$ cat src/rtl/mainmem_backdoor_arbiter.sv
// Clocked multi-channel backdoor engine for main memory: round-robin grants whole
// bursts to one channel at a time and drives the scratchpad through an override mux.
module mainmem_backdoor_arbiter #(
  parameter int unsigned NUM_CH    = 4,
  parameter int unsigned ADDR_W    = 32,
  parameter int unsigned DATA_W    = 64,
  parameter int unsigned MAX_BURST = 16,
  parameter int unsigned RD_LAT    = 1,
  localparam int unsigned BE_W     = DATA_W / 8,
  localparam int unsigned LEN_W    = $clog2(MAX_BURST),
  localparam int unsigned CH_W     = (NUM_CH > 1) ? $clog2(NUM_CH) : 1
) (
  input  logic                     clk,
  input  logic                     rst,
  input  logic [NUM_CH-1:0]        req_valid,
  output logic [NUM_CH-1:0]        req_ready,
  input  logic [NUM_CH-1:0]        req_write,
  input  logic [NUM_CH*ADDR_W-1:0] req_addr,
  input  logic [NUM_CH*LEN_W-1:0]  req_len,
  input  logic [NUM_CH*DATA_W-1:0] req_wdata,
  input  logic [NUM_CH*BE_W-1:0]   req_mask,
  output logic                     rsp_valid,
  input  logic                     rsp_ready,
  output logic [CH_W-1:0]          rsp_ch,
  output logic [DATA_W-1:0]        rsp_rdata,
  output logic                     rsp_last,
  input  logic                     mem_busy,
  output logic                     mem_override,
  output logic                     mem_write,
  output logic [ADDR_W-1:0]        mem_addr,
  output logic [DATA_W-1:0]        mem_wdata,
  output logic [BE_W-1:0]          mem_mask,
  input  logic [DATA_W-1:0]        mem_rdata,
  output logic [31:0]              wr_beats,
  output logic [31:0]              rd_beats
);

  localparam logic [2:0] S_IDLE     = 3'd0;
  localparam logic [2:0] S_WR       = 3'd1;
  localparam logic [2:0] S_RD_ISSUE = 3'd2;
  localparam logic [2:0] S_RD_WAIT  = 3'd3;
  localparam logic [2:0] S_RSP      = 3'd4;

  localparam int unsigned LAT_W = (RD_LAT > 1) ? $clog2(RD_LAT) : 1;

  logic [2:0]        state_q, state_d;
  logic [CH_W-1:0]   rr_ptr_q, rr_ptr_d;
  logic [CH_W-1:0]   ch_q, ch_d;
  logic [ADDR_W-1:0] addr_q, addr_d;
  logic [LEN_W-1:0]  len_q, len_d;
  logic [LEN_W-1:0]  beat_q, beat_d;
  logic [DATA_W-1:0] rdata_q, rdata_d;
  logic [LAT_W-1:0]  lat_q, lat_d;
  logic [31:0]       wr_beats_q, rd_beats_q;
  logic              wr_inc, rd_inc;

  logic              gnt_found;
  logic [CH_W-1:0]   gnt_ch;
  logic [CH_W-1:0]   sel_ch;
  logic [ADDR_W-1:0] g_addr;
  logic [LEN_W-1:0]  g_len;
  logic              g_write;
  logic [DATA_W-1:0] sel_wdata;
  logic [BE_W-1:0]   sel_mask;

  // First valid channel at or after rr_ptr, searching with wrap-around.
  always_comb begin
    int unsigned idx;
    idx       = 0;
    gnt_found = 1'b0;
    gnt_ch    = '0;
    for (int unsigned i = 0; i < NUM_CH; i++) begin
      idx = (32'(rr_ptr_q) + i) % NUM_CH;
      if (!gnt_found && req_valid[idx]) begin
        gnt_found = 1'b1;
        gnt_ch    = CH_W'(idx);
      end
    end
  end

  // Write data comes from the grant candidate in IDLE, from the owner otherwise.
  assign sel_ch    = (state_q == S_IDLE) ? gnt_ch : ch_q;
  assign g_addr    = req_addr[gnt_ch*ADDR_W +: ADDR_W];
  assign g_len     = req_len[gnt_ch*LEN_W +: LEN_W];
  assign g_write   = req_write[gnt_ch];
  assign sel_wdata = req_wdata[sel_ch*DATA_W +: DATA_W];
  assign sel_mask  = req_mask[sel_ch*BE_W +: BE_W];

  always_comb begin
    state_d      = state_q;
    rr_ptr_d     = rr_ptr_q;
    ch_d         = ch_q;
    addr_d       = addr_q;
    len_d        = len_q;
    beat_d       = beat_q;
    rdata_d      = rdata_q;
    lat_d        = lat_q;
    req_ready    = '0;
    rsp_valid    = 1'b0;
    rsp_ch       = '0;
    rsp_rdata    = '0;
    rsp_last     = 1'b0;
    mem_override = 1'b0;
    mem_write    = 1'b0;
    mem_addr     = '0;
    mem_wdata    = '0;
    mem_mask     = '0;
    wr_inc       = 1'b0;
    rd_inc       = 1'b0;
    // Outputs are held at zero while reset is asserted so no grant is visible.
    if (!rst) begin
      unique case (state_q)
        S_IDLE: begin
          if (!mem_busy && gnt_found) begin
            req_ready[gnt_ch] = 1'b1;
            ch_d              = gnt_ch;
            len_d             = g_len;
            rr_ptr_d          = (32'(gnt_ch) == NUM_CH - 1) ? '0 : gnt_ch + 1'b1;
            if (g_write) begin
              mem_override = 1'b1;
              mem_write    = 1'b1;
              mem_addr     = g_addr;
              mem_wdata    = sel_wdata;
              mem_mask     = sel_mask;
              wr_inc       = 1'b1;
              addr_d       = g_addr + ADDR_W'(BE_W);
              beat_d       = LEN_W'(1);
              state_d      = (g_len == '0) ? S_IDLE : S_WR;
            end else begin
              addr_d  = g_addr;
              beat_d  = '0;
              state_d = S_RD_ISSUE;
            end
          end
        end
        S_WR: begin
          if (req_valid[ch_q] && !mem_busy) begin
            req_ready[ch_q] = 1'b1;
            mem_override    = 1'b1;
            mem_write       = 1'b1;
            mem_addr        = addr_q;
            mem_wdata       = sel_wdata;
            mem_mask        = sel_mask;
            wr_inc          = 1'b1;
            addr_d          = addr_q + ADDR_W'(BE_W);
            beat_d          = beat_q + 1'b1;
            if (beat_q == len_q) state_d = S_IDLE;
          end
        end
        S_RD_ISSUE: begin
          if (!mem_busy) begin
            mem_override = 1'b1;
            mem_addr     = addr_q;
            lat_d        = '0;
            state_d      = S_RD_WAIT;
          end
        end
        S_RD_WAIT: begin
          mem_override = 1'b1;
          mem_addr     = addr_q;
          if (32'(lat_q) == RD_LAT - 1) begin
            rdata_d = mem_rdata;
            state_d = S_RSP;
          end else begin
            lat_d = lat_q + 1'b1;
          end
        end
        S_RSP: begin
          rsp_valid = 1'b1;
          rsp_ch    = ch_q;
          rsp_rdata = rdata_q;
          rsp_last  = (beat_q == len_q);
          if (rsp_ready) begin
            rd_inc = 1'b1;
            if (beat_q == len_q) begin
              state_d = S_IDLE;
            end else begin
              addr_d  = addr_q + ADDR_W'(BE_W);
              beat_d  = beat_q + 1'b1;
              state_d = S_RD_ISSUE;
            end
          end
        end
        default: state_d = S_IDLE;
      endcase
    end
  end

  always_ff @(posedge clk) begin
    if (rst) begin
      state_q    <= S_IDLE;
      rr_ptr_q   <= '0;
      ch_q       <= '0;
      addr_q     <= '0;
      len_q      <= '0;
      beat_q     <= '0;
      rdata_q    <= '0;
      lat_q      <= '0;
      wr_beats_q <= '0;
      rd_beats_q <= '0;
    end else begin
      state_q  <= state_d;
      rr_ptr_q <= rr_ptr_d;
      ch_q     <= ch_d;
      addr_q   <= addr_d;
      len_q    <= len_d;
      beat_q   <= beat_d;
      rdata_q  <= rdata_d;
      lat_q    <= lat_d;
      if (wr_inc && (wr_beats_q != '1)) wr_beats_q <= wr_beats_q + 32'd1;
      if (rd_inc && (rd_beats_q != '1)) rd_beats_q <= rd_beats_q + 32'd1;
    end
  end

  assign wr_beats = wr_beats_q;
  assign rd_beats = rd_beats_q;

endmodule

$ cat config.mk
export PLATFORM = sky130hd
export DESIGN_NAME = mainmem_backdoor_arbiter
export DESIGN_NICKNAME = d
export VERILOG_FILES = /design/src/rtl/mainmem_backdoor_arbiter.sv
export SDC_FILE = /design/constraint.sdc
export NUM_CORES = 1
export LEC_CHECK = 0
export ABC_AREA = 1
export CORE_AREA = 2 2 290 292
export DETAILED_ROUTE_END_ITERATION = 8
export DIE_AREA = 0 0 292 294
export PLACE_DENSITY_LB_ADDON = 0.25
export SYNTH_ARGS = -nofsm -noshare
export SYNTH_HDL_FRONTEND = slang
export SYNTH_SLANG_ARGS = --single-unit
$ cat constraint.sdc
create_clock -name clk -period 3.1 [get_ports clk]
set_clock_uncertainty 0.05 [all_clocks]
set_input_delay 0.465 -clock clk [delete_from_list [all_inputs] [get_ports clk]]
set_output_delay 0.465 -clock clk [all_outputs]
set_load 0.01 [all_outputs]
==> results by group, run 1 <==
Run status
  – Status: finished, violations left
  – Failing checks: setup timing

Worst setup path
  – Crit end category: output port
  – CP Data Required Time: 2580 ps
  – Critical path's largest stage delay: 380 ps
  – Worst-path cell chain: buf_12, nand2_4, nand3_2, nand2_2, nand2_2, nand2_2, nand2_2, nand3_4, nand2_2, nand3_2, nand2_2, nand2_2, nor2_4, nor2_4, nor2_4, buf_12, buf_16, buf_6, nand2_4, a31oi_4, buf_6, buf_6
  – Delay-heaviest family, CP: simple AND/OR/NAND/NOR gates
  – CP max stage cell: dfxtp_4
  – Reg2Reg Setup Slack: -350 ps
  – Cell with the most instances on the worst path: nand2_2
  – Worst path arrival time: 3100 ps
  – Startpoint class of the critical path: flip-flop
  – Critical Path Fanout Max: 8
  – Critical Setup Path Class: reg2out
  – Worst r2r path cells: 28
  – Critical R2R Launch: rr_ptr_q[0]$_SDFFE_PP0P_
  – FF-to-FF End: addr_q[4]$_SDFFE_PP0P_
  – Bufs and invs on worst path: 6

Clock tree
  – Clock-pin slew on the worst setup and hold paths: 70 ps
  – CTS tree: done
  – Htree depth: 4
  – Clk sink count: 175
  – Worst-case clock buffer depth: 2
  – Clock Latency Late Sink: 480 ps
  – CTS Buf Count: 17
  – Hold Buf Count CTS: 0
  – CTS root buffer: clkbuf_16

Route
  – First DRT Iteration DRCs: 947
  – Initial DRT Pass Iterations: 5
  – Vias/cell: 4.53
  – DRC Markers: 0
  – Via Count: 21300
  – DR WL/cell: 19.7 um
  – Antenna-violating nets left: 0
  – Post-Route WL: 92800 um

Synth
  – Syn Std Cell Area: 0.0147 mm^2
  – Post-synthesis async set-or-reset flop share: 0%
  – Post-synth EDFFs: 0
  – Syn avg cell area: 5.60 um^2
  – Net Count, Synth: 3150
  – Netlist cell types: 49
  – Most used DFF post-synth: dfxtp_1
  – Synth warn: 0
  – Seq cells post-synth: 175
  – Mapped Cells: 2632
  – Sequential share of the synthesized area: 23.8%

Placement
  – Dpl cells: 4551
  – Hpwl dp: 70400 um
  – Placer Congestion: 0.951
  – Buffers on Ports: 749

STA
  – Slew Limit Fails: 0
  – Final period util: 117%
  – Final hold violations: 0
  – Period minus WS final: 3620 ps
  – Final WS setup: -517 ps
  – Max Freq: 276 MHz
  – RSZ-0062 raised after global routing: yes
  – Hold Worst Slack: 268 ps
  – Final setup fails: 137
  – Slew HR: 48.2%
  – Worst-Margin Slew: 778 ps

Finish
  – Layout cell share with drive strength beyond 1: 23.2%
  – Util after Layout: 34.2%
  – Fin cells: 4698
  – Area of the multi-input gates: 0.0112 mm^2
  – Area delta synth->final: 92.6%
  – Filler cells: 9103
  – Layout Nets: 4110
  – Reg area: 0.00351 mm^2

Global routing
  – Initial antenna violation count: 24
  – First-pass GRT wire length: 132000 um
  – Gr ovfl total: 0
  – Largest net degree at the start of global routing: 137
  – Vias in the first global route: 20500
  – GRT Util Overall: 20.4%

Worst hold path
  – Hold Crit Depth: 2
  – Hold WC Path Type: in2reg
  – Min-delay src: rst
  – Hold EP: state_q[0]$_SDFFE_PP0P_

Die
  – Die W: 292 um
  – Chip height: 294 um
  – I/O pin total: 750
  – Placeable Area: 0.0829 mm^2
  – Initial core utilization: 17.8%
  – Std-Cell Rows: 106
  – Die Area: 0.0858 mm^2

Power
  – Leakage power: 12.3 nW
  – Power per cell area: 1130 mW/mm^2
  – Peak VDD IR: 0.000745 V
  – Final Power: 32.2 mW

Run
  – Max Cap Viol: 0
-- state kept, by name (all words and copies together), names as in the netlist --
name / count
state_q: 3
beat_q: 4
rdata_q: 64
len_q: 4
wr_beats: 32
rd_beats: 32
ch_q: 2
rr_ptr_q: 2
addr_q: 32
-- through the flow --
| stage | TNS, ps | setup slack, ps | cell area (um^2) |
|---|---|---|---|
| 6_report | -45580 | -517 | 28400 |
| 5_1_grt | -75620 | -700 | 28400 |
| 4_1_cts | -57840 | -597 | 27000 |
| 3_5_place_dp | -121600 | -1040 | 25100 |
| 3_3_place_gp | -124980 | -1050 | 25100 |
| 2_1_floorplan | 0 | 93.4 | 14700 |
-- where the power goes --
| group | leakage, nW | internal (mW) | total, mW | switching, mW |
|---|---|---|---|---|
| clock network | 0.303 | 1.17 | 2.32 | 1.16 |
| registers | 1.42 | 2.60 | 2.99 | 0.382 |
| logic | 10.6 | 11.8 | 26.9 | 15.0 |
| total | 12.3 | 15.6 | 32.2 | 16.5 |
-- final cells by class --
type / count / share of cell area (%)
Antenna cell: 13 / 0.115
Clock buffer: 17 / 1.50
Clock inverter: 15 / 0.670
Inverter: 234 / 3.16
Multi-Input combinational cell: 2065 / 39.4
Sequential cell: 175 / 12.4
Tap cell: 1080 / 4.76
Timing Repair Buffer: 1099 / 38.0
-- logic make-up after synthesis --
group	count (synthesis)	share of synthesized area, %
compound gates	434	16.6
fa+ha+maj	10	0.849
simple gates	1586	45.7
buf+inv	392	11.0
flops	175	23.8
xor+xnor	35	2.08
-- Yosys cell counts, drive strengths merged, types with 10 or more instances --
cell / n / area (um^2)
a21oi: 119 / 596
a22oi: 29 / 218
a31oi: 82 / 513
buf: 57 / 357
clkbuf: 101 / 379
dfxtp: 175 / 3500
ha: 10 / 125
inv: 233 / 875
nand2: 861 / 3280
nand3: 226 / 1180
nand3b: 28 / 210
nand4: 24 / 150
nor2: 372 / 1460
nor3: 46 / 250
nor4: 15 / 93.8
o211ai: 14 / 105
o21ai: 166 / 835
xor2: 27 / 236
-- metal layers --
| layer | part of all wire [%] | GRT usage [%] | vias to the layer above |
|---|---|---|---|
| met2 | 52 | 38.2 | 681 |
| li1 | - | - | 10500 |
| met3 | 5.0 | 3.68 | 151 |
| met4 | 4.3 | 9.11 | 4 |
| met5 | 0.029 | 0 | - |
| met1 | 38 | 22.3 | 9916 |
-- what timing repair did --
item | 4_1_cts | 5_1_grt
pin swaps | 55 | 111
gates cloned | 13 | 6
hold endpoints to repair | 0 | 0
endpoints found under the setup margin | 143 | 237
resized for setup | 697 | 263
setup buffers | 54 | 41
-- cells in the final DEF (no fill, tap or decap), drive strengths merged, types with 3 or more instances in the layout --
| cell type | instances |
|---|---|
| nand3 | 226 |
| or2 | 6 |
| dfxtp | 175 |
| nand3b | 28 |
| ha | 10 |
| a21oi | 119 |
| inv | 241 |
| xnor2 | 8 |
| o22ai | 3 |
| buf | 450 |
| nor2 | 372 |
| a221oi | 3 |
| and3 | 3 |
| o21ai | 166 |
| o21bai | 6 |
| a31oi | 82 |
| clkinv | 7 |
| clkdlybuf4s50 | 623 |
| clkbuf | 23 |
| nand4 | 24 |
| nor3b | 3 |
| dlymetal6s2s | 9 |
| xor2 | 27 |
| dlygate4sd2 | 6 |
| o211ai | 14 |
| a22oi | 29 |
| o21a | 6 |
| bufbuf | 3 |
| nand2 | 861 |
| nor4 | 15 |
| nor3 | 46 |
| diode | 13 |
-- worst max-delay path by stage --
stage / end / depth (start not counted) / startpoint
after floorplan: mem_wdata[54] / 19 / req_valid[2]
after global placement: mem_wdata[25] / 22 / req_valid[3]
after detailed placement: mem_wdata[25] / 22 / req_valid[3]
after CTS: mem_wdata[36] / 23 / rr_ptr_q[0]$_SDFFE_PP0P_
after global routing: mem_wdata[19] / 22 / rr_ptr_q[0]$_SDFFE_PP0P_
final: mem_wdata[25] / 22 / rr_ptr_q[0]$_SDFFE_PP0P_
-- worst register-to-register path, delay by kind of cell, from the launching register on --
| kind | cells | cell delay [ps] |
|---|---|---|
| and+or+nand+nor | 9 | 710 |
| buffers and inverters | 16 | 1870 |
| DFF | 1 | 370 |
| AOI/OAI and AO/OA | 3 | 410 |
No activity file was read; power rests on OpenSTA's default activity.
==> run 2, diff against run 1 <==
Settings changed: CORE_AREA 2 2 290 292 to 2 2 296 298, DIE_AREA 0 0 292 294 to 0 0 298 300, GPL_ROUTABILITY_DRIVEN from default to 1, REMOVE_ABC_BUFFERS from default to 1.
==> results by group, run 2 (synthesis results as in run 1) <==
STA
  – Final hold violations: 0
  – Final WS setup: -554 ps
  – Slew Limit Fails: 0
  – Slew HR: 45.6%
  – Final setup fails: 137
  – Max Freq: 274 MHz
  – RSZ-0062 raised after global routing: yes
  – Setup TNS: -49470 ps
  – Hold Worst Slack: 425 ps
  – Period minus WS final: 3650 ps
  – Worst-Margin Slew: 815 ps
  – Final period util: 118%

Die
  – Initial core utilization: 17.1%
  – I/O pin total: 750
  – Chip height: 300 um
  – Die Area: 0.0894 mm^2
  – Placeable Area: 0.0862 mm^2
  – Std-Cell Rows: 108
  – Die W: 298 um

Route
  – Antenna-violating nets left: 0
  – First DRT Iteration DRCs: 1372
  – Vias/cell: 4.50
  – Via Count: 21500
  – Met3 wire length: 5890 um
  – Highest metal used: met4
  – Initial DRT Pass Iterations: 5
  – Post-Route M1 WL: 37600 um
  – Routed length on met2: 49900 um
  – DR WL/cell: 20.6 um
  – Post-Route WL: 98600 um
  – DRC Markers: 0

Worst setup path
  – Delay-heaviest family, CP: simple AND/OR/NAND/NOR gates
  – Crit end category: output port
  – Worst-path cell chain: buf_6, nand2_1, nand2_2, nand2_1, nand2_1, nand2_2, nand2_2, nand2_2, nand3_4, buf_12, o21ai_4, buf_12, buf_12, nand2_1, nand3_2, nand2_4, a31oi_1, buf_4, buf_12
  – CP Launch Point: rr_ptr_q[0]$_SDFFE_PP0P_
  – Critical path's largest stage delay: 380 ps
  – CP max stage cell: dfxtp_4
  – Bufs and invs on worst path: 6
  – Startpoint class of the critical path: flip-flop
  – Critical Path Fanout Max: 30
  – CP Data Required Time: 2580 ps
  – Critical Setup Path Class: reg2out
  – Critical R2R Launch: rr_ptr_q[0]$_SDFFE_PP0P_
  – Worst path arrival time: 3140 ps

Finish
  – Filler cells: 9621
  – Area delta synth->final: 94.6%
  – Number of flip-flops in the largest register: 64
  – Layout cell share with drive strength beyond 1: 23.8%
  – Util after Layout: 33.3%
  – Layout Nets: 4110
  – Commonest cells after routing, fill and taps aside: nand2_1, clkdlybuf4s50_1, nor2_1
  – Cell area after layout: 0.0287 mm^2
  – Fin cells: 4780
  – Commonest non-fill, non-tap cell in the layout: nand2_1
  – Biggest register: rdata_q

Run status
  – Status: finished, violations left
  – Failing checks: setup timing

Placement
  – Hpwl dp: 75000 um
  – Buffers on Ports: 749
  – Placer Congestion: 1.04
  – Placed cell area: 0.0252 mm^2
  – Pre-CTS setup slack: -1190 ps
  – Dpl cells: 4619

Clock tree
  – Htree depth: 4
  – CTS root buffer: clkbuf_16
  – Hold Buf Count CTS: 0
  – Worst-case clock buffer depth: 2
  – Clk sink count: 175
  – Clock-pin slew on the worst setup and hold paths: 90 ps
  – Clock Latency Late Sink: 500 ps
  – CTS tree: done
  – CTS Buf Count: 17

Power
  – Peak VDD IR: 0.000693 V
  – Power per cell area: 1150 mW/mm^2
  – Final Power: 32.9 mW
  – Leakage power: 12.2 nW

Global routing
  – GRT Util Overall: 20.5%
  – Gr ovfl total: 0
  – First-pass GRT wire length: 137000 um
  – Initial antenna violation count: 33
  – Vias in the first global route: 20900
  – Largest net degree at the start of global routing: 137

Worst hold path
  – Min-delay src: wr_beats[22]$_SDFFE_PP0P_
  – Hold WC Path Type: reg2reg

Run
  – Max Cap Viol: 0
[run 2: timing repair]
action / CTS / global route
pin swaps: 53 / 106
endpoints found under the setup margin: 143 / 200
gates cloned: 9 / 10
gates resized for setup: 641 / 363
buffers inserted: 46 / 57
[run 2: final cells by class]
type                            instances  area [um^2]  area share, %
Clock inverter                         15          195          0.680
Timing Repair Buffer                 1099        11000           38.3
Inverter                              234          925           3.22
Tap cell                             1155         1450           5.04
Clock buffer                           17          425           1.48
Sequential cell                       175         3510           12.2
Multi-Input combinational cell       2065        11200           38.9
Antenna cell                           20         50.0          0.174
[run 2: power breakdown]
part / internal, mW / switching [mW] / leakage (nW)
Sequential: 2.61 / 0.383 / 1.42
Clock: 1.11 / 1.26 / 0.298
Combinational: 12.3 / 15.2 / 10.5
[run 2: worst register-to-register path, cell delays in order (launching register included)]
cell       delay, ps
dfxtp_4          380
buf_6            140
nand2_1           80
nand2_2           70
nand2_1           70
nand2_1           60
nand2_2          100
nand2_2           70
nand2_2           70
nand3_4           90
buf_12           150
buf_16           150
buf_12           170
buf_4            140
clkbuf_16        150
nand2_2           50
nand3_2           90
nand2_4          120
nand2_2          120
nor2_2           150
nand3b_1         250
nor2_2           210
nand3_1           80
nand2_1           90
nand2_1           50
nand2_1           70
a21oi_1           50
[run 2: routing by layer]
layer	global-route usage (%)	vias up
met3	4.55	154
met5	0	-
li1	-	10500
met4	11.7	0
met2	37.0	722
met1	22.0	10100
[run 2: path summary, 6_finish.rpt]
check                                                 end  slack [ps]  cells past startpoint
worst max-delay path                        mem_wdata[62]        -550                     19
worst min-delay path            wr_beats[22]$_SDFFE_PP0P_         430                      2
worst max register to register    addr_q[29]$_SDFFE_PP0P_        -290                     26
worst min register to register  wr_beats[22]$_SDFFE_PP0P_         430                      2
